==> src/rtl/flop_pipe_pkg.sv <==
// flop_pipe_pkg: shared constants and helpers for the flop_pipe register pipeline.
//   WIDTH_MAX / DEPTH_MAX : upper limits of the WIDTH and DEPTH parameters.
//   cnt_width(depth)      : bit width of the occupancy counter, $clog2(depth+1).
package flop_pipe_pkg;

  localparam int WIDTH_MAX = 64;
  localparam int DEPTH_MAX = 16;

  // Width needed to hold an occupancy of 0..depth.
  function automatic int cnt_width(input int depth);
    return $clog2(depth + 1);
  endfunction

endpackage

==> src/rtl/flop_pipe_stage.sv <==
// flop_pipe_stage: one valid+data slot of the pipeline.
// Ports:
//   clk, rst_n  : clock, asynchronous active-low reset (clears valid and data)
//   flush_i     : synchronous clear of the valid bit
//   adv_i       : stage advances this cycle (takes the upstream word or a bubble)
//   v_d_i/d_d_i : upstream valid/data presented to this stage
//   v_o/d_o     : registered valid/data of this stage
module flop_pipe_stage #(
  parameter int WIDTH = 8
) (
  input  logic             clk,
  input  logic             rst_n,
  input  logic             flush_i,
  input  logic             adv_i,
  input  logic             v_d_i,
  input  logic [WIDTH-1:0] d_d_i,
  output logic             v_o,
  output logic [WIDTH-1:0] d_o
);

  logic             v_q;
  logic [WIDTH-1:0] d_q;

  // Valid bit: flush wins, otherwise follows upstream whenever the stage advances.
  always_ff @(posedge clk or negedge rst_n) begin
    if (!rst_n) begin
      v_q <= 1'b0;
    end else if (flush_i) begin
      v_q <= 1'b0;
    end else if (adv_i) begin
      v_q <= v_d_i;
    end else begin
      v_q <= v_q;
    end
  end

  // Data register: loads only together with a valid word, so bubbles never overwrite it.
  always_ff @(posedge clk or negedge rst_n) begin
    if (!rst_n) begin
      d_q <= {WIDTH{1'b0}};
    end else if (adv_i && v_d_i && !flush_i) begin
      d_q <= d_d_i;
    end else begin
      d_q <= d_q;
    end
  end

  assign v_o = v_q;
  assign d_o = d_q;

endmodule

==> src/rtl/flop_pipe.sv <==
// flop_pipe: DEPTH-stage valid/ready register pipeline with bubble collapse.
// Ports:
//   clk, rst_n          : clock, asynchronous active-low reset
//   in_valid/in_ready   : upstream handshake, in_data is the write word
//   out_valid/out_ready : downstream handshake, out_data is the read word (from flops)
//   flush               : synchronous clear of every stage's valid bit
//   count               : occupancy register, only with FLOP_PIPE_COUNT_EN defined
// Optional feature macro: FLOP_PIPE_COUNT_EN (adds the count port and its counter).
module flop_pipe
  import flop_pipe_pkg::*;
#(
  parameter int WIDTH = 8,
  parameter int DEPTH = 4
) (
  input  logic                        clk,
  input  logic                        rst_n,
  input  logic                        in_valid,
  output logic                        in_ready,
  input  logic [WIDTH-1:0]            in_data,
  input  logic                        flush,
  output logic                        out_valid,
  input  logic                        out_ready,
  output logic [WIDTH-1:0]            out_data
`ifdef FLOP_PIPE_COUNT_EN
  ,
  output logic [cnt_width(DEPTH)-1:0] count
`endif
);

  if (WIDTH < 1 || WIDTH > WIDTH_MAX || DEPTH < 1 || DEPTH > DEPTH_MAX) begin : g_param_err
    $error("flop_pipe: WIDTH or DEPTH out of range");
  end

  logic             v_q    [DEPTH];
  logic [WIDTH-1:0] d_q    [DEPTH];
  logic             v_in_s [DEPTH];
  logic [WIDTH-1:0] d_in_s [DEPTH];
  logic [DEPTH-1:0] adv_s;
  logic             in_xfer_s;

  // Advance chain from the output end: a stage moves if the next one is empty or moves too.
  always_comb begin
    logic go_s;
    adv_s = {DEPTH{1'b0}};
    go_s  = out_ready | ~v_q[DEPTH-1];
    adv_s[DEPTH-1] = go_s;
    for (int i = DEPTH - 2; i >= 0; i--) begin
      go_s     = ~v_q[i+1] | go_s;
      adv_s[i] = go_s;
    end
  end

  assign in_ready  = (~v_q[0] | adv_s[0]) & ~flush;
  assign in_xfer_s = in_valid & in_ready;

  for (genvar g = 0; g < DEPTH; g++) begin : g_stage
    if (g == 0) begin : g_head
      assign v_in_s[g] = in_xfer_s;
      assign d_in_s[g] = in_data;
    end else begin : g_body
      assign v_in_s[g] = v_q[g-1];
      assign d_in_s[g] = d_q[g-1];
    end

    flop_pipe_stage #(
      .WIDTH(WIDTH)
    ) u_stage (
      .clk    (clk),
      .rst_n  (rst_n),
      .flush_i(flush),
      .adv_i  (adv_s[g]),
      .v_d_i  (v_in_s[g]),
      .d_d_i  (d_in_s[g]),
      .v_o    (v_q[g]),
      .d_o    (d_q[g])
    );
  end

  assign out_valid = v_q[DEPTH-1];
  assign out_data  = d_q[DEPTH-1];

`ifdef FLOP_PIPE_COUNT_EN
  localparam int CW = cnt_width(DEPTH);
  localparam logic [CW-1:0] CNT_ONE = CW'(1'b1);

  logic          out_xfer_s;
  logic [CW-1:0] count_d;
  logic [CW-1:0] count_q;

  assign out_xfer_s = v_q[DEPTH-1] & out_ready;

  // Occupancy next state: simultaneous in/out transfers cancel out.
  always_comb begin
    count_d = count_q;
    if (flush) begin
      count_d = {CW{1'b0}};
    end else if (in_xfer_s && !out_xfer_s) begin
      count_d = count_q + CNT_ONE;
    end else if (out_xfer_s && !in_xfer_s) begin
      count_d = count_q - CNT_ONE;
    end else begin
      count_d = count_q;
    end
  end

  // Occupancy register.
  always_ff @(posedge clk or negedge rst_n) begin
    if (!rst_n) begin
      count_q <= {CW{1'b0}};
    end else begin
      count_q <= count_d;
    end
  end

  assign count = count_q;
`endif

endmodule

==> config.mk <==
export PLATFORM = sky130hd
export DESIGN_NAME = flop_pipe
export DESIGN_NICKNAME = d
export VERILOG_FILES = /design/src/rtl/flop_pipe_pkg.sv /design/src/rtl/flop_pipe_stage.sv /design/src/rtl/flop_pipe.sv
export SDC_FILE = /design/constraint.sdc
export NUM_CORES = 1
export LEC_CHECK = 0
export CORE_MARGIN = 3
export CORE_UTILIZATION = 60
export DETAILED_ROUTE_END_ITERATION = 6
export DONT_BUFFER_PORTS = 1
export PLACE_DENSITY = 0.76
export SETUP_SLACK_MARGIN = 0.3
export SYNTH_ARGS = -nofsm -noshare
export SYNTH_HDL_FRONTEND = slang
export SYNTH_SLANG_ARGS = --single-unit
==> constraint.sdc <==
create_clock -name clk -period 1.5 [get_ports clk]
set_clock_uncertainty 0.05 [all_clocks]
set_input_delay 0.15 -clock clk [delete_from_list [all_inputs] [get_ports clk]]
set_output_delay 0.15 -clock clk [all_outputs]
set_load 0.02 [all_outputs]
==> results of run 1 <==
==> area by class of cell <==
type / instances / area, um2 / area share, %
Multi-Input combinational cell: 49 / 596 / 33.5
Timing Repair Buffer: 18 / 189 / 10.6
Clock inverter: 3 / 18.8 / 1.05
Tap cell: 28 / 35.0 / 1.97
Sequential cell: 36 / 903 / 50.8
Clock buffer: 5 / 37.5 / 2.11
==> cells by family after synthesis <==
family                 after synthesis  share of synthesized area (%)
buffers and inverters                1                          0.792
AOI/OAI and AO/OA                    4                           1.67
muxes                               32                           27.4
DFF                                 36                           63.3
and+or+nand+nor                     12                           6.77
==> power by group through the flow <==
stage | Combinational [mW] | Clock [mW] | Sequential [mW]
6_report | 0.403 | 0.502 | 1.50
5_1_grt | 0.441 | 0.579 | 1.54
4_1_cts | 0.387 | 0.517 | 1.50
3_5_place_dp | 0.327 | 0 | 1.52
3_3_place_gp | 0.305 | 0 | 1.49
2_1_floorplan | 0.298 | 0 | 1.45
==> layout by cell type, fill, tap and decap left out <==
cell            n
dfrtp_1        34
dlygate4sd3_1  12
nand3b_1        1
clkbuf_4        5
nand2b_4        2
buf_6           3
clkinv_4        1
nand2b_1        1
o21ai_2         2
a41oi_2         1
mux2_2         21
buf_12          1
mux2_4         11
nand2_1         1
nand3b_4        4
clkinv_2        2
nor2_1          2
dfrtp_2         2
nand4b_1        1
nor2b_4         1
buf_4           2
a21oi_1         1
==> repair_timing <==
item,4_1_cts,5_1_grt
hold buffers,12,1
cloned,1,0
resized for setup,8,9
buffers inserted,3,0
endpoints found under the hold margin,48,2
pin swaps,2,3
endpoints found under the setup margin,33,36
==> path summary, 6_finish.rpt <==
kind,from,to,slack [ns],cells past startpoint
worst min-delay path,out_ready,g_stage[3].u_stage.v_o,-0.07,3
worst max register to register,g_stage[1].u_stage.v_o,g_stage[0].u_stage.d_o[7],0.05,4
worst min register to register,g_stage[1].u_stage.d_o[2],g_stage[1].u_stage.d_o[2],0.47,1
min in group asynchronous,rst_n,g_stage[2].u_stage.v_o,0.20,2
worst max-delay path,g_stage[1].u_stage.v_o,g_stage[0].u_stage.d_o[7],0.05,4
max in group asynchronous,rst_n,g_stage[3].u_stage.v_o,1.02,2
==> metrics by stage <==
| stage | total power, mW | util, % | hold slack (ns) |
|---|---|---|---|
| 6_report | 2.40 | 79.7 | -0.0706 |
| 2_1_floorplan | 1.75 | - | -0.196 |
| 3_3_place_gp | 1.80 | 66.3 | -0.195 |
| 3_5_place_dp | 1.85 | 66.3 | -0.195 |
| 4_1_cts | 2.40 | 78.0 | -0.0928 |
| 5_1_grt | 2.56 | 79.7 | -0.0705 |
==> metal layers <==
| layer | routed length, um | vias to the layer above |
|---|---|---|
| met3 | 110 | 4 |
| li1 | - | 360 |
| met5 | 0 | - |
| met1 | 1140 | 391 |
| met4 | 50 | 0 |
| met2 | 1580 | 24 |
==> worst reg2reg max path: stages (launching register included) <==
cell      delay [ns]
dfrtp_1         0.48
nand4b_1        0.17
buf_6           0.17
nand3b_4        0.11
mux2_2          0.36
==> state kept, by name, indices dropped and copies added, names as in the netlist <==
name,cells
g_stage.u_stage.d_o,32
g_stage.u_stage.v_o,4
==> results.md, run 1 <==
* Met1 usage at 24.5%
* M3 GR Usage at 8.99%
* TritonCTS clock tree: built
* Mapped Cells at 85
* Logic pwr share at 16.8%
* Cell variety after synth at 16
* ANT nets after route at 0
* Ys Warns at 0
* Post-synth top flop: dfrtp_1
* Slew Limit Fails at 0
* Starting density of the core at 63.7%
* WL per Instance at 20.7 um
* Max stage delay on crit path at 0.48 ns
* Routed via count at 779
* CTS sink count at 36
* Antenna violations before repair at 0
* DR vias/cell at 5.60
* Clk slew on worst S/H paths at 0.11 ns
* Layout cell share with drive strength beyond 1 at 52.3%
* Area leader, netlist: dfrtp_1
* Top delay family on crit path: flip-flops
* # fillers at 123
* Synth top area cells: dfrtp_1, mux2_2, mux2_4
* Placed inst area at 0.00148 mm2
* Core Area at 0.00223 mm2
* Setup TNS at 0 ns
* Critical path peak fanout at 5
* Top Usage Layer GRT: met2
* Clk pwr share at 20.9%
* Grt met2 use at 33.9%
* IO Count at 23
* Final Hold Vio Count at 1
* Buffer depth of the longest clock path at 2
* Min Tclk post-route at 1.45 ns
* Yosys top cell area share at 63.3%
* Worst path bufs/invs at 1
* WHS at -0.0706 ns
* Status: finished, violations left
* Cell Area, Synth at 0.00142 mm2
* Largest net degree at the start of global routing at 37
* Finished Layout Cells at 139
* Max cap viols at 0
* Leakage at 0.837 nW
* Root Buffer: clkbuf_4
* Die Y at 54.7 um
* Iteration-0 DRC count of the detailed router at 11
* Sw frac at 29.3%
* Number of buffers created by CTS at 5
* Seq/Total Area, Yosys at 63.3%
* Antenna cells at 0
* Routability congestion estimate at 0.705
* P&R area growth vs syn at 25.1%
* Int Power at 1.70 mW
* Syn nets at 98
* Most common cell in the netlist: dfrtp_1
* Fin area at 0.00178 mm2
* Net Sw Power at 0.703 mW
* Peak VDD IR at 1160 uV
* Flop pwr share at 62.3%
* GRT Total Usage at 21.4%
* Synth Register Bits at 36
* Crit path cell chain: nand4b_1 > buf_6 > nand3b_4 > mux2_2
* Final WS setup at 0.0521 ns
* DIE AREA at 0.00299 mm2
* Hpwl dp at 1580 um
* Commonest cells post-synth: dfrtp_1, mux2_2, mux2_4, nand3b_2
* Worst Path Arrival at 1.63 ns
* CP endpoint kind: flip-flop
* H-Tree Depth at 2
* Hold Path Class: in -> reg
* First-pass GRT wire length at 4100 um
* EDFF count, synth at 0
* Slowest cell on crit path: dfrtp_1
* Max Fclk at 0.691 GHz
* Slew margin rel. at 84.3%
* Vias in the first global route at 825
* Residual DRC at 0
* Post-synth ARST share at 100%
* Worst EP required at 1.68 ns
* Die Wd at 54.7 um
* Post-place setup slack at 0.117 ns
* Worst-margin pin slew at 0.235 ns
* Pwr/cell area at 1350 mW/mm2
* Final setup violation count at 0
* Final #Nets at 123
* Syn Area/Cell at 16.7 um2
* Rows at 17
* Port Buffer Count at 0
* Dpl cells at 114
* Failing checks: hold timing
* Clk_lat worst skew at 0.33 ns
* Pre-antenna DRT Iters at 4
* Startpoint types: flip-flop
* Drt total wl at 2880 um
* RSZ-0062 raised after global routing: yes
* Gr ovfl total at 0
* Kind of critical path: reg -> reg
* Period utilisation layout at 96.5%
Power figures use the tool's default switching activity.
==> run 2, diff against run 1 <==
CORE_UTILIZATION = 63   (was 60)
PLACE_DENSITY = 0.79   (was 0.76)
clock period = 1.87 ns   (was 1.5 ns; I/O delays follow)
==> results.md, run 2 (same netlist as run 1, synthesis figures left out) <==
* Status: finished clean
* H-Tree Depth at 2 (unchanged)
* Largest net degree at the start of global routing at 37 (unchanged)
* Int Power at 1.39 mW (-18%)
* Slew margin rel. at 82.2% (-2.2 points)
* Clk pwr share at 21.9% (+1.0 points)
* IO Count at 23 (unchanged)
* Vias in the first global route at 808 (-2.1%)
* Slew Limit Fails at 0 (unchanged)
* Port Buffer Count at 0 (unchanged)
* Max Fclk at 0.646 GHz
* Root Buffer: clkbuf_4
* Pre-antenna DRT Iters at 3 (-1)
* Final #Nets at 116 (-5.7%)
* Worst path bufs/invs at 0 (-1)
* Hold Crit Depth at 2 (-1)
* Flop pwr share at 62.7% (+0.4 points)
* P&R area growth vs syn at 16.8%
* Sw frac at 27.6% (-1.7 points)
* # fillers at 122 (-0.81%)
* Leakage at 0.759 nW (-9.3%)
* Hold Path Class: in -> reg
* Fin area at 0.00166 mm2 (-6.6%)
* TritonCTS clock tree: built
* Net Sw Power at 0.529 mW (-25%)
* Worst setup path start: g_stage[3].u_stage.v_o
* Routed via count at 732 (-6.0%)
* CP endpoint kind: output port
* Gr ovfl total at 0 (unchanged)
* Drt total wl at 2230 um (-23%)
* Period utilisation layout at 82.8%
* R2R Path End: g_stage[0].u_stage.d_o[0]
* Top delay family on crit path: flip-flops
* Worst-margin pin slew at 0.266 ns (+0.0314 ns)
* Hold wc startpoint: flush
* Max stage delay on crit path at 0.50 ns (+0.02 ns)
* Final Hold Vio Count at 0 (-1)
* Antenna violations before repair at 0 (unchanged)
* Most frequent cells in the layout: dfrtp_1, mux2_2, dlygate4sd3_1
* Startpoint types: flip-flop
* Number of buffers created by CTS at 5 (unchanged)
* ANT nets after route at 0 (unchanged)
* RSZ-0062 raised after global routing: yes
* Finished Layout Cells at 131 (-5.8%)
* Rows at 16 (-1)
* Worst EP required at 1.63 ns (-0.05 ns)
* CTS sink count at 36 (unchanged)
* Clk_lat worst skew at 0.33 ns (about the same)
* Die Wd at 53.5 um (-2.1%)
* Dpl cells at 111 (-2.6%)
* Buffer depth of the longest clock path at 2 (unchanged)
* Residual DRC at 0 (unchanged)
* Final setup violation count at 0 (unchanged)
* Largest register FFs at 32 (unchanged)
* Peak VDD IR at 850 uV (-26%)
* Setup TNS at 0 ns (unchanged)
* Die Y at 53.5 um (-2.1%)
* Layout cell share with drive strength beyond 1 at 45.2% (-7.1 points)
* Worst R2R Path Depth at 3 (-1)
* Pwr/cell area at 1150 mW/mm2 (-15%)
* WHS at 0.0144 ns (+0.0850 ns)
* Crit path cell chain: nor2b_4 > a41oi_4
* Critical path peak fanout at 5 (unchanged)
* Max cap viols at 0 (unchanged)
* Clk slew on worst S/H paths at 0.11 ns (about the same)
* Kind of critical path: reg -> out
* Worst Path Arrival at 1.31 ns (-0.32 ns)
* Core Area at 0.00204 mm2 (-8.6%)
* Min Tclk post-route at 1.55 ns
* Starting density of the core at 69.7% (+6.0 points)
* Iteration-0 DRC count of the detailed router at 3 (-8)
* Antenna cells at 0 (unchanged)
* Logic pwr share at 15.4% (-1.4 points)
* GRT Total Usage at 19.5% (-1.9 points)
* First-pass GRT wire length at 3710 um (-9.4%)
* Internal reg-to-reg setup slack at 0.39 ns (+0.34 ns)
* Commonest non-fill, non-tap cell in the layout: dfrtp_1
* Placed inst area at 0.00145 mm2 (-2.4%)
* WL per Instance at 17.0 um (-18%)
* DIE AREA at 0.00286 mm2 (-4.3%)
* Hold endpoint: g_stage[0].u_stage.v_o
* Routability congestion estimate at 0.731 (+3.7%)
* FF-to-FF Start: g_stage[2].u_stage.v_o
* DR vias/cell at 5.59 (-0.29%)
* Slowest cell on crit path: dfrtp_2
run 2: cell types whose count changed in the layout (fill, tap and decap cells not counted), moves of 3 or more:
cell | before | now
nand3b_2 | 0 | 3
mux2_4 | 11 | 8
mux2_2 | 21 | 24
nand3b_4 | 4 | 0
buf_6 | 3 | 0
run 2: through the flow:
stage          total power, mW  utilization (%)  setup slack, ns
6_report                  1.92             81.4            0.321
5_1_grt                   2.03             81.4            0.262
4_1_cts                   1.93             81.1            0.310
3_5_place_dp              1.47             70.8            0.353
3_3_place_gp              1.44             70.8            0.407
2_1_floorplan             1.40                -            0.475
run 2: final cells by class:
type | instances | area (um2) | share of cell area [%]
Sequential cell | 36 | 902 | 54.3
Multi-Input combinational cell | 48 | 537 | 32.3
Timing Repair Buffer | 12 | 130 | 7.83
Clock buffer | 8 | 58.8 | 3.54
Tap cell | 27 | 33.8 | 2.03
run 2: routing by layer:
metal | GRT usage (%) | wire, um | vias up
met5 | 0 | 0 | -
met3 | 7.32 | 140 | 6
li1 | - | - | 340
met1 | 22.8 | 953 | 362
met4 | 11.5 | 39 | 0
met2 | 30.4 | 1090 | 24
run 2: what timing repair did:
action,in CTS,in global routing
buffers inserted,0,0
hold endpoints to repair,47,0
gates cloned,0,0
hold buffers,12,0
pin swaps,1,1
resized for setup,4,1
setup endpoints to repair,1,1
run 2: worst register-to-register path, stage by stage, from the launching register on:
cell      delay (ns)
dfrtp_1         0.48
nand4b_1        0.20
nand3b_2        0.25
mux2_2          0.37
run 2: power by group through the flow:
stage	registers, mW	logic (mW)	clock network [mW]
2_1_floorplan	1.17	0.236	0
3_3_place_gp	1.20	0.239	0
3_5_place_dp	1.22	0.256	0
4_1_cts	1.20	0.297	0.430
5_1_grt	1.23	0.325	0.476
6_report	1.20	0.295	0.420
run 2: how the worst max path moves through the flow:
stage / slack, ns / cells after the start / end
after global routing: 0.26 / 2 / in_ready
final: 0.32 / 2 / in_ready
after CTS: 0.31 / 2 / in_ready
after global placement: 0.41 / 3 / g_stage[0].u_stage.d_o[2]
after floorplan: 0.47 / 3 / g_stage[0].u_stage.d_o[0]
after detailed placement: 0.35 / 3 / g_stage[0].u_stage.d_o[0]
==> run 3, diff against run 2 <==
CORE_UTILIZATION = 60   (was 63)
PLACE_DENSITY = 0.76   (was 0.79)
clock period = 1.62 ns   (was 1.87 ns; I/O delays follow)
==> results.md, run 3 (same netlist as run 1, synthesis figures left out) <==
* Most frequent cells in the layout: dfrtp_1, mux2_2, mux2_4
* Finished Layout Cells at 138 (+5.3%)
* GRT Total Usage at 20.7% (+1.2 points)
* R2R Path End: g_stage[0].u_stage.d_o[7]
* Routability congestion estimate at 0.750 (+2.7%)
* Antenna violations before repair at 0 (unchanged)
* Rows at 17 (+1)
* Failing checks: hold timing
* Buffer depth of the longest clock path at 2 (unchanged)
* Post-place setup slack at 0.199 ns (-0.154 ns)
* Min Tclk post-route at 1.53 ns
* Worst-margin pin slew at 0.268 ns (+0.00137 ns)
* Internal reg-to-reg setup slack at 0.19 ns (-0.20 ns)
* Iteration-0 DRC count of the detailed router at 10 (+7)
* Critical path peak fanout at 5 (unchanged)
* Leakage at 0.846 nW (+11%)
* CP endpoint kind: output port
* Hold Path Class: in -> reg
* ANT nets after route at 0 (unchanged)
* DIE AREA at 0.00299 mm2 (+4.4%)
* Final #Nets at 122 (+5.2%)
* Largest register FFs at 32 (unchanged)
* Peak VDD IR at 1050 uV (+24%)
* Vias in the first global route at 829 (+2.6%)
* Die Wd at 54.7 um (+2.2%)
* Hpwl dp at 1470 um
* Worst EP required at 1.41 ns (-0.22 ns)
* Routed via count at 785 (+7.2%)
* Fin util at 79.6% (-1.8 points)
* Hold Crit Depth at 3 (+1)
* CTS sink count at 36 (unchanged)
* Status: finished, violations left
* Antenna cells at 0 (unchanged)
* Placed inst area at 0.00146 mm2 (+0.69%)
* Startpoint types: flip-flop
* Period utilisation layout at 94.5%
* Pwr/cell area at 1260 mW/mm2 (+9.5%)
* Hold_buf cts at 12 (unchanged)
* WHS at -0.0429 ns (-0.0573 ns)
* Clk_lat worst skew at 0.33 ns (about the same)
* Dpl cells at 113 (+1.8%)
* Max Fclk at 0.653 GHz
* P&R area growth vs syn at 24.9%
* Slew margin rel. at 82.1% (-0.088 points)
* Largest net degree at the start of global routing at 37 (unchanged)
* Worst R2R Path Depth at 4 (+1)
* Kind of critical path: reg -> out
* RSZ-0062 raised after global routing: yes
* Final WS setup at 0.0884 ns (-0.233 ns)
* Root Buffer: clkbuf_4
* Final setup violation count at 0 (unchanged)
* Starting density of the core at 63.7% (-6.0 points)
* Max stage delay on crit path at 0.50 ns (about the same)
* Pre-antenna DRT Iters at 4 (+1)
* # fillers at 126 (+3.3%)
* WL per Instance at 19.0 um (+12%)
* Port Buffer Count at 0 (unchanged)
* Total power at 2.24 mW (+17%)
* IO Count at 23 (unchanged)
* Number of buffers created by CTS at 5 (unchanged)
* First-pass GRT wire length at 4020 um (+8.4%)
* Fin area at 0.00178 mm2 (+6.9%)
* Worst Path Arrival at 1.32 ns (about the same)
* Drt total wl at 2630 um (+18%)
* Setup TNS at 0 ns (unchanged)
* Crit path cell chain: nor2b_4 > a41oi_2 > buf_6
* TritonCTS clock tree: built
* Max cap viols at 0 (unchanged)
* Commonest non-fill, non-tap cell in the layout: dfrtp_1
* Slowest cell on crit path: dfrtp_2
* Hold endpoint: g_stage[3].u_stage.v_o
* Clk slew on worst S/H paths at 0.11 ns (about the same)
* Residual DRC at 0 (unchanged)
* FF-to-FF Start: g_stage[3].u_stage.v_o
* Gr ovfl total at 0 (unchanged)
* Hold wc startpoint: out_ready
* DR vias/cell at 5.69 (+1.8%)
* Die Y at 54.7 um (+2.2%)
* Layout cell share with drive strength beyond 1 at 49.1% (+3.9 points)
* Final Hold Vio Count at 1 (+1)
* H-Tree Depth at 2 (unchanged)
* Core Area at 0.00223 mm2 (+9.4%)
* Slew Limit Fails at 0 (unchanged)
[run 3: per-layer routing]
layer | global-route usage, % | part of all wire (%)
met5 | 0 | 0
met4 | 7.47 | 1.6
met3 | 9.26 | 5.3
met2 | 33.3 | 51
met1 | 24.2 | 42
[run 3: worst max-delay path by stage]
| stage | slack [ns] | endpoint | startpoint | cells after the start |
|---|---|---|---|---|
| 2_1_floorplan | 0.31 | g_stage[0].u_stage.d_o[0] | g_stage[3].u_stage.v_o | 3 |
| 3_3_place_gp | 0.25 | g_stage[0].u_stage.d_o[1] | g_stage[3].u_stage.v_o | 3 |
| 3_5_place_dp | 0.20 | g_stage[0].u_stage.d_o[7] | g_stage[3].u_stage.v_o | 3 |
| 4_1_cts | 0.05 | in_ready | g_stage[3].u_stage.v_o | 3 |
| 5_1_grt | 0.05 | in_ready | g_stage[3].u_stage.v_o | 3 |
| 6_report | 0.09 | in_ready | g_stage[3].u_stage.v_o | 3 |
[run 3: repair_timing]
| item | CTS | global route |
|---|---|---|
| pin swaps | 3 | 3 |
| setup endpoints to repair | 32 | 33 |
| gates resized for setup | 13 | 5 |
| hold endpoints to repair | 48 | 1 |
| buffers inserted | 3 | 0 |
| gates cloned | 2 | 0 |
[run 3: report_power, final]
group / switching, mW / internal [mW] / total, mW
Combinational: 0.106 / 0.270 / 0.375
Sequential: 0.242 / 1.14 / 1.39
Clock: 0.269 / 0.214 / 0.484
Total: 0.617 / 1.63 / 2.24
[run 3: cell type report]
type	instances	area, um2	share of cell area (%)
timing repair buffer	16	168	9.44
clock buffer	8	58.8	3.31
multi-input combinational	50	612	34.4
tap	28	35.0	1.97
sequential	36	903	50.8
[run 3: worst max-delay path: cells and delay by family (launching register included)]
family	cells	cell delay [ns]
simple gates	1	0.16
buf+inv	1	0.15
flops	1	0.50
compound gates	1	0.17
==> RTL change 1: new RTL, config.mk and constraints of run 1 <==
Add a define of `FLOP_PIPE_COUNT_EN`.
--- a/src/rtl/flop_pipe.sv
+++ b/src/rtl/flop_pipe.sv
@@ -6,6 +6,8 @@
 //   flush               : synchronous clear of every stage's valid bit
 //   count               : occupancy register, only with FLOP_PIPE_COUNT_EN defined
 // Optional feature macro: FLOP_PIPE_COUNT_EN (adds the count port and its counter).
+`define FLOP_PIPE_COUNT_EN
+
 module flop_pipe
   import flop_pipe_pkg::*;
 #(
Check against the original RTL (old outputs only; new: count): equivalent (Yosys induction, for registers that start in step).
==> RTL change 1 against run 1 <==
- the flow finishes with violations (negative setup slack)
- wire length rose by 46%
- final cell count grew 29%
- cell area grew 30%
- setup slack got worse by 0.55 ns
- total power is 26% higher
- sequential power up 9%
- synthesized area is 15% higher
- sequential cell count increased by 3
- critical path type unchanged
- critical endpoint is now count[2]$_DFFE_PN0P_
- largest cell class unchanged
==> RTL change 1: results <==
<?xml version="1.0" encoding="UTF-8"?>
<metrics>
  <group name="cells_and_area">
    <metric name="finish.net_count" unit="">163</metric>
    <metric name="drive_gt1_share" unit="%">56.7</metric>
    <metric name="fill_cells" unit="">81</metric>
  </group>
  <group name="worst_setup_path">
    <metric name="critical_path.max_fanout" unit="">3</metric>
    <metric name="cp.arrival" unit="ns">2.20</metric>
  </group>
  <group name="global_route">
    <metric name="grt_max_degree" unit="">40</metric>
    <metric name="groute.usage.overall" unit="%">24.3</metric>
  </group>
  <group name="status">
    <metric name="violations_in_the_final_reports" unit="">negative setup slack</metric>
    <metric name="outcome" unit="">finished, violations left</metric>
  </group>
  <group name="synth">
    <metric name="synth_cells" unit="">113</metric>
    <metric name="postSynthNetCount" unit="">127</metric>
    <metric name="post_synth_main_area_contributors" unit="">dfrtp_1 59%, mux2_2 23%, mux2_1 1.4%</metric>
    <metric name="synth_compound_gate_area_share" unit="%">3.13</metric>
    <metric name="muxShareOfSynthArea" unit="%">24.0</metric>
  </group>
  <group name="pwr">
    <metric name="power_switching" unit="mW">0.892</metric>
    <metric name="p_comb_share" unit="%">21.9</metric>
    <metric name="p_leak" unit="nW">1.17</metric>
    <metric name="p_seq_share" unit="%">54.3</metric>
    <metric name="sequential_group_power" unit="mW">1.64</metric>
    <metric name="worst_ir_drop_vdd" unit="mV">1.73</metric>
  </group>
  <group name="clock_network">
    <metric name="clk-insertion-delay-late" unit="ns">0.35</metric>
    <metric name="postCtsSetupRepairBufs" unit="">7</metric>
    <metric name="cts_hold_buffers" unit="">11</metric>
  </group>
  <group name="routing">
    <metric name="first_iter_violations" unit="">44</metric>
    <metric name="post_drt_via_cell_ratio" unit="">6.03</metric>
  </group>
  <group name="place">
    <metric name="weighted_congestion_reported_at_the_end_of_routability_driven_placement" unit="">0.785</metric>
    <metric name="dpl_worst_slack" unit="ns">-0.465</metric>
    <metric name="dp.final_hpwl" unit="mm">1.97</metric>
    <metric name="numPlacedInstances" unit="">149</metric>
    <metric name="area_after_dpl" unit="µm²">1800</metric>
  </group>
  <group name="sta">
    <metric name="setup_violations" unit="">38</metric>
    <metric name="finalWorstSetupSlack" unit="ns">-0.493</metric>
    <metric name="fin_tns_setup" unit="ns">-6.54</metric>
  </group>
</metrics>
RTL change 1: layout make-up:
class / count / area, µm² / share of cell area [%]
flip-flops and latches: 39 / 977 / 42.1
multi-input cells: 68 / 863 / 37.2
repair buffers: 31 / 347 / 14.9
clock inverters: 3 / 43.8 / 1.89
clock buffers: 5 / 37.5 / 1.62
well taps: 30 / 37.5 / 1.62
inverters: 4 / 15.0 / 0.647
RTL change 1: metal layers:
| layer | vias to the layer above | wire, µm | track usage [%] | share of wire, % |
|---|---|---|---|---|
| li1 | 472 | - | - | - |
| met1 | 551 | 1630 | 28.2 | 39 |
| met2 | 45 | 2130 | 42.4 | 51 |
| met3 | 17 | 253 | 7.68 | 6.0 |
| met4 | 0 | 197 | 8.28 | 4.7 |
| met5 | - | 0 | 0 | 0 |
RTL change 1: worst max-delay path: stages (launching register included):
cell and delay, ns:
dfrtp_1 0.42, a31oi_2 0.23, nor2b_1 0.08, nor3b_2 0.21, fa_2 0.27, nor2b_1 0.07, a211oi_2 0.25, mux2_4 0.32
RTL change 1: path summary, 6_finish.rpt:
check,start,end,slack (ns),cells after the start
max,g_stage[0].u_stage.v_o$_DFFE_PN0P_,count[2]$_DFFE_PN0P_,-0.49,7
min,out_ready,g_stage[2].u_stage.v_o$_DFFE_PN0P_,0.01,2
max reg2reg,g_stage[0].u_stage.v_o$_DFFE_PN0P_,count[2]$_DFFE_PN0P_,-0.49,7
min reg2reg,g_stage[2].u_stage.d_o[1]$_DFFE_PN0P_,g_stage[3].u_stage.d_o[1]$_DFFE_PN0P_,0.48,1
max in group asynchronous,rst_n,g_stage[3].u_stage.v_o$_DFFE_PN0P_,1.01,2
min in group asynchronous,rst_n,g_stage[2].u_stage.d_o[3]$_DFFE_PN0P_,0.19,2
==> RTL change 2: new RTL, config.mk and constraints of run 1 <==
Without the edit above. Set the parameter `DEPTH` to 2 (it was 4).
--- a/src/rtl/flop_pipe.sv
+++ b/src/rtl/flop_pipe.sv
@@ -10,7 +10,7 @@
   import flop_pipe_pkg::*;
 #(
   parameter int WIDTH = 8,
-  parameter int DEPTH = 4
+  parameter int DEPTH = 2
 ) (
   input  logic                        clk,
   input  logic                        rst_n,
Check against the original RTL: not equivalent (Yosys sat finds a counterexample within 4 cycles, from zero or initial values and one cycle with rst_n low).
==> RTL change 2 against run 1 <==
- the run now fails in global routing (5_1_grt)
- synthesized area fell by 50%
- synthesized cell count fell by 49%
==> RTL change 2: results <==
<?xml version="1.0" encoding="UTF-8"?>
<metrics>
  <group name="clock_network">
    <metric name="cts_hold_buffers" unit="">10</metric>
    <metric name="ctsResizeCount" unit="">16</metric>
    <metric name="cts_max_level" unit="">1</metric>
    <metric name="postCtsSetupRepairBufs" unit="">0</metric>
    <metric name="clock-sinks" unit="">18</metric>
    <metric name="root_buffer" unit="">clkbuf_4</metric>
    <metric name="cts.path.max_buffers" unit="">2</metric>
    <metric name="tritoncts.num_buffers" unit="">3</metric>
  </group>
  <group name="status">
    <metric name="stop_stage" unit="">global routing (5_1_grt)</metric>
    <metric name="run.stop_error" unit="">[ERROR DPL-0033] detailed placement checks failed during check placement.</metric>
    <metric name="outcome" unit="">stopped before the end</metric>
  </group>
  <group name="place">
    <metric name="numPlacedInstances" unit="">62</metric>
    <metric name="dp.final_hpwl" unit="µm">912</metric>
    <metric name="port_buffers" unit="">0</metric>
    <metric name="weighted_congestion_reported_at_the_end_of_routability_driven_placement" unit="">0.635</metric>
  </group>
  <group name="synth">
    <metric name="synth_enable_flop_cells" unit="">0</metric>
    <metric name="yosys-top-cells-count" unit="">18 x dfrtp_1, 13 x mux2_2, 3 x mux2_1, 3 x nor2_1, 2 x nor3b_4</metric>
    <metric name="synth-warning-count" unit="">0</metric>
    <metric name="post_synth_main_area_contributors" unit="">dfrtp_1 63%, mux2_2 21%, nor3b_4 5.3%</metric>
    <metric name="synth_sequential_area_ratio" unit="%">63.3</metric>
    <metric name="synth.lib_cells_used.distinct" unit="">9</metric>
    <metric name="postSynthNetCount" unit="">56</metric>
    <metric name="synth_cells" unit="">43</metric>
    <metric name="post_synth_instance_area" unit="µm²">712</metric>
  </group>
  <group name="sta">
    <metric name="worstEndpointType" unit="">sequential cell input</metric>
    <metric name="worstEndpointGrtRepair" unit="">g_stage[1].u_stage.d_o[6]$_DFFE_PN0P_/D</metric>
  </group>
  <group name="global_route">
    <metric name="grt_max_degree" unit="">19</metric>
    <metric name="grt_antenna_before_repair" unit="">0</metric>
  </group>
</metrics>
==> RTL change 2: changes by cell type after synthesis, sizes merged, moves of 2 or more <==
cell | run 1 | this run
dfrtp | 36 | 18
mux2 | 32 | 16
nand2b | 3 | 0
nand3b | 4 | 0
nor3b | 0 | 2
o21ai | 2 | 0
==> RTL change 2: logic make-up after synthesis <==
family,after synthesis,share of synthesized area [%]
AOI/OAI and AO/OA,1,0.702
and+or+nand+nor,6,7.73
DFF,18,63.3
muxes,17,26.7
buffers and inverters,1,1.58
==> RTL change 2: stage by stage <==
stage / hold slack [ns] / utilization, % / setup WS [ns] / area [µm²] / setup TNS (ns)
4_1_cts: -0.0317 / 95.5 / 0.0622 / 972 / 0
3_5_place_dp: -0.195 / 77.1 / 0.0747 / 786 / 0
3_3_place_gp: -0.195 / 77.1 / 0.129 / 786 / 0
2_1_floorplan: -0.196 / - / -0.0712 / 728 / -0.987
